$ cat config.mk
export PLATFORM = sky130hd
export DESIGN_NAME = midi_out
export DESIGN_NICKNAME = d
export VERILOG_FILES = /design/src/rtl/midi_out.sv
export SDC_FILE = /design/constraint.sdc
export NUM_CORES = 1
export LEC_CHECK = 0
export CAP_MARGIN = 15
export CORE_MARGIN = 2
export CORE_UTILIZATION = 40
export CTS_BUF_LIST = sky130_fd_sc_hd__clkbuf_8
export CTS_CLUSTER_DIAMETER = 120
export DETAILED_ROUTE_END_ITERATION = 8
export PLACE_DENSITY = 0.71
export REMOVE_ABC_BUFFERS = 1
export SYNTH_ARGS = -nofsm -noshare
export SYNTH_HDL_FRONTEND = slang
export SYNTH_SLANG_ARGS = --single-unit
$ cat constraint.sdc
create_clock -name clk -period 2.7 [get_ports clk]
set_clock_uncertainty 0.1 [all_clocks]
set_input_delay 0.54 -clock clk [delete_from_list [all_inputs] [get_ports clk]]
set_output_delay 0.54 -clock clk [all_outputs]
set_load 0.005 [all_outputs]
$ cat src/rtl/midi_out.sv
// MIDI serial transmitter: one channel message per wr strobe, 8N1 idle-high line,
// with optional running-status suppression of repeated status bytes.
module midi_out #(
    parameter int CLK_HZ         = 50000000,
    parameter int BAUD           = 31250,
    parameter int RUNNING_STATUS = 1
) (
    input  logic       clk,
    input  logic       rst,
    input  logic       wr,
    input  logic [3:0] ch_message,
    input  logic [3:0] chan,
    input  logic [6:0] data1,
    input  logic [6:0] data2,
    input  logic       rs_clear,
    output logic       ready,
    output logic       done,
    output logic       MIDI_OUT
);

    // state | meaning
    // IDLE  | line high, ready=1, waiting for a valid wr
    // START | start bit (line low) for one bit period
    // DATA  | 8 data bits, LSB first
    // STOP  | stop bit (line high); then next byte or DONE
    // DONE  | one-cycle done pulse
    typedef enum logic [2:0] {IDLE, START, DATA, STOP, DONE} state_t;

    localparam int DIV = CLK_HZ / BAUD;
    localparam int CW  = (DIV > 1) ? $clog2(DIV) : 1;

    state_t        state, state_n;
    logic [CW-1:0] baud_cnt;
    logic [2:0]    bit_cnt;
    logic [1:0]    ptr, last_ptr;
    logic [7:0]    status_r, rs_status;
    logic [6:0]    d1_r, d2_r;
    logic          rs_valid;
    logic          msg_valid, accept, send_status, bit_end, midi_n;
    logic [7:0]    cur_byte;

    assign msg_valid   = ch_message[3] && (ch_message != 4'hF);
    assign accept      = wr && msg_valid && (state == IDLE);
    // A same-cycle rs_clear wins over the stored status.
    assign send_status = !((RUNNING_STATUS != 0) && rs_valid && !rs_clear &&
                           (rs_status == {ch_message, chan}));
    assign bit_end     = (baud_cnt == CW'(DIV - 1));

    always_comb begin
        case (ptr)
            2'd0:    cur_byte = status_r;
            2'd1:    cur_byte = {1'b0, d1_r};
            default: cur_byte = {1'b0, d2_r};
        endcase
    end

    always_comb begin
        state_n = state;
        midi_n  = MIDI_OUT;
        ready   = 1'b0;
        done    = 1'b0;
        case (state)
            IDLE: begin
                ready = 1'b1;
                if (accept) begin
                    state_n = START;
                    midi_n  = 1'b0;
                end
            end
            START: if (bit_end) begin
                state_n = DATA;
                midi_n  = cur_byte[0];
            end
            DATA: if (bit_end) begin
                if (bit_cnt == 3'd7) begin
                    state_n = STOP;
                    midi_n  = 1'b1;
                end else begin
                    midi_n = cur_byte[3'(bit_cnt + 3'd1)];
                end
            end
            STOP: if (bit_end) begin
                if (ptr != last_ptr) begin
                    state_n = START;
                    midi_n  = 1'b0;
                end else begin
                    state_n = DONE;
                end
            end
            DONE: begin
                done    = 1'b1;
                state_n = IDLE;
            end
            default: begin
                state_n = IDLE;
                midi_n  = 1'b1;
            end
        endcase
    end

    always_ff @(posedge clk or negedge rst) begin
        if (!rst) begin
            state    <= IDLE;
            MIDI_OUT <= 1'b1;
        end else begin
            state    <= state_n;
            MIDI_OUT <= midi_n;
        end
    end

    always_ff @(posedge clk or negedge rst) begin
        if (!rst) begin
            baud_cnt  <= '0;
            bit_cnt   <= '0;
            ptr       <= '0;
            last_ptr  <= '0;
            status_r  <= '0;
            d1_r      <= '0;
            d2_r      <= '0;
            rs_status <= '0;
            rs_valid  <= 1'b0;
        end else begin
            if (state == START || state == DATA || state == STOP)
                baud_cnt <= bit_end ? '0 : baud_cnt + 1'b1;
            else
                baud_cnt <= '0;

            if (state != DATA)
                bit_cnt <= '0;
            else if (bit_end)
                bit_cnt <= bit_cnt + 3'd1;

            if (accept) begin
                status_r  <= {ch_message, chan};
                d1_r      <= data1;
                d2_r      <= data2;
                ptr       <= send_status ? 2'd0 : 2'd1;
                // Program change and channel pressure carry one data byte.
                last_ptr  <= (ch_message[3:1] == 3'b110) ? 2'd1 : 2'd2;
                rs_status <= {ch_message, chan};
                rs_valid  <= 1'b1;
            end else begin
                if (rs_clear)
                    rs_valid <= 1'b0;
                if (state == STOP && bit_end && ptr != last_ptr)
                    ptr <= ptr + 2'd1;
            end
        end
    end

endmodule

==> results.json <==
{
  "crit_buf_inv": 1,
  "clock_sinks": 45,
  "yosys_warnings": 0,
  "finalHoldViolCount": 0,
  "rows": 27,
  "slowest_stage": "clkdlybuf4s50_1",
  "ioPinCount": 29,
  "grt_pass1_wl_um": 7860,
  "postCtsResizedCells": 0,
  "cts_tree": "done",
  "critPathMaxFanout": 11,
  "p_leak_nw": 1.15,
  "drt_wl_total_um": 4400,
  "die_area_um2": 6400,
  "grt_usage_pct": 15.6,
  "netlist_instances": 213,
  "cts-root-buf": "clkbuf_8",
  "clkTransAtPathRegs_ns": 0.08,
  "synth_top_area_cell": "dfrtp_1",
  "fmax_ghz": 0.399,
  "p_sw_share_pct": 30.8,
  "drtAntennaViolNets": 0,
  "cp_top_family": "buffers and inverters",
  "arrival_ns": 1.87,
  "synth_area_um2": 2310,
  "place_area_um2": 2700,
  "synth_seq_cells": 45,
  "grt_pass1_vias": 1731,
  "gp_congestion": 0.811,
  "ir_worst_vdd_mv": 0.360,
  "tns_ns": 0,
  "combPwrFrac_pct": 27.0,
  "antenna_cells": 0,
  "vias_per_cell": 5.18,
  "finalMaxSlewViolations": 0,
  "nFillCells": 528,
  "synth_area_leaders": "dfrtp_1 (48%), mux2_1 (11%), xnor2_1 (5.3%)",
  "period_minus_slack_ns": 2.51,
  "power_switching_mw": 0.604,
  "synthDominantCellAreaShare_pct": 47.6,
  "antenna_found_initial": 0,
  "clkLatencyLatePin_ns": 0.29,
  "clkPwrFrac_pct": 20.1,
  "syn2layout_area_growth_pct": 20.2,
  "rsz0062_at_grt": "false",
  "wl_per_cell_um": 13.8,
  "startpoint_type": "flip-flop",
  "cts_buffers": 5,
  "post-route-drc-count": 0,
  "ys_types": 50,
  "required_ns": 2.06,
  "postCtsSetupBuffers": 0,
  "drive_above_1_share_pct": 9.35,
  "path_class": "flip-flop to output port",
  "htree_levels": 2,
  "cts_buffer_depth": 2,
  "fp.dieH_um": 80.0,
  "seq_area_um2": 1130,
  "hpwl_um": 3400,
  "endpoint_kind": "output port",
  "outcome": "complete, no violations",
  "initial_utilization_pct": 41.7,
  "worstHoldPathType": "input port to async pin",
  "synth_ff_type": "dfrtp_1",
  "design_area_um2": 2780,
  "synth_commonest_cells": "dfrtp_1 (44), mux2_1 (22), nor2_1 (21)",
  "synthArstFlopShare_pct": 100,
  "final_util_pct": 50.2,
  "ys_seq_area_share_pct": 48.8,
  "period_share_pct": 92.8,
  "power_density_nw_per_um2": 706,
  "gr-total-overflow": 0,
  "nets": 276,
  "total_power_mw": 1.96,
  "port_buffers": 28,
  "finalSetupViolations": 0,
  "synth_area_per_cell_um2": 10.9,
  "grt_start_max_net_pins": 17,
  "multiInputGateArea_um2": 1110,
  "maxCapViolCount": 0,
  "cts_hold_buf": 0,
  "seqPwrFrac_pct": 52.9,
  "max_slew_margin_pct": 67.3,
  "core_area_um2": 5540,
  "dieWidth_um": 80.0,
  "synth_enable_flop_cells": 0,
  "firstDrtPassIters": 3,
  "worst-slew-pin-transition_ns": 0.486,
  "num_vias": 1646,
  "intPower_mw": 1.36,
  "drt-initial-drc-count": 58,
  "critical-path-max-stage-delay_ns": 0.59,
  "path_cells": "nor3_1 -> clkdlybuf4s50_1",
  "yosysMostFrequentCell": "dfrtp_1"
}
## path summary, 6_finish.rpt
kind,start,to,slack [ns],cells after the start
setup / recovery,state[0]$_DFFE_PN0P_,ready,0.19,2
hold / removal,rst,d1_r[6]$_DFFE_PN0P_,0.04,1
setup reg to reg,ptr[0]$_DFFE_PN0P_,MIDI_OUT$_DFFE_PN1P_,0.35,7
hold reg to reg,baud_cnt[0]$_DFF_PN0_,baud_cnt[0]$_DFF_PN0_,0.39,1
max in group asynchronous,rst,bit_cnt[1]$_DFFE_PN0N_,1.92,2
min in group clk,baud_cnt[0]$_DFF_PN0_,baud_cnt[0]$_DFF_PN0_,0.39,1
## per-stage QoR
step                setup WS, ns  hold WS [ns]  cells
floorplan                  0.521         0.144    203
global placement           0.306         0.366    310
detailed placement         0.202         0.374    310
CTS                        0.172        0.0463    318
global route             0.00227        0.0569    318
finish                     0.195        0.0405    318
## cell usage in the layout (no fill, tap or decap), types with 2 or more instances in the layout
| cell | count |
|---|---|
| xnor2_1 | 14 |
| a21oi_1 | 5 |
| inv_1 | 7 |
| nor2_1 | 21 |
| a22oi_1 | 2 |
| nand2_1 | 18 |
| buf_4 | 6 |
| clkdlybuf4s50_1 | 27 |
| clkbuf_8 | 5 |
| mux2_1 | 22 |
| nand3_1 | 7 |
| ha_1 | 5 |
| nand4_1 | 3 |
| a31oi_1 | 2 |
| xor2_1 | 8 |
| nand2b_1 | 3 |
| dfrtp_1 | 44 |
| a22o_1 | 3 |
| mux2i_1 | 4 |
| nor3_1 | 7 |
## flip-flops by register name, summed over array words and instances, names as in the netlist
| name | cells |
|---|---|
| ptr | 2 |
| rs_status | 8 |
| d1_r | 7 |
| state | 3 |
| last_ptr | 2 |
| d2_r | 7 |
| bit_cnt | 3 |
| rs_valid | 1 |
| MIDI_OUT | 1 |
| baud_cnt | 11 |
## per-layer routing
layer	vias to the layer above	GRT usage, %	wire length [µm]
met3	4	3.39	150
met5	-	0	0
met2	29	24.7	1990
met4	0	4.75	36
met1	805	21.3	2220
li1	808	-	-
## area by class of cell
| type | count | share of cell area (%) |
|---|---|---|
| flip-flops and latches | 45 | 40.6 |
| multi-input cells | 151 | 39.9 |
| repair buffers | 35 | 12.2 |
| well taps | 72 | 3.24 |
| clock buffers | 5 | 2.48 |
| inverters | 7 | 0.991 |
| clock inverters | 3 | 0.540 |
## kinds of logic after synthesis
family	Yosys count	synth area share (%)
AND/OR/NAND/NOR	69	15.0
AO/OA/AOI/OAI	29	9.52
flip-flops	45	48.8
adder cells (fa/ha/maj)	5	2.71
buffers and inverters	17	3.25
XOR/XNOR	22	8.33
multiplexers	26	12.4
## power groups by stage
stage / Clock, mW / Combinational, mW / Sequential, mW
after global placement: 0 / 0.525 / 1.05
final: 0.395 / 0.529 / 1.04
after global routing: 0.437 / 0.594 / 1.07
after floorplan: 0 / 0.368 / 0.996
after CTS: 0.411 / 0.539 / 1.04
after detailed placement: 0 / 0.535 / 1.05
(Power assumes the default switching activity.)
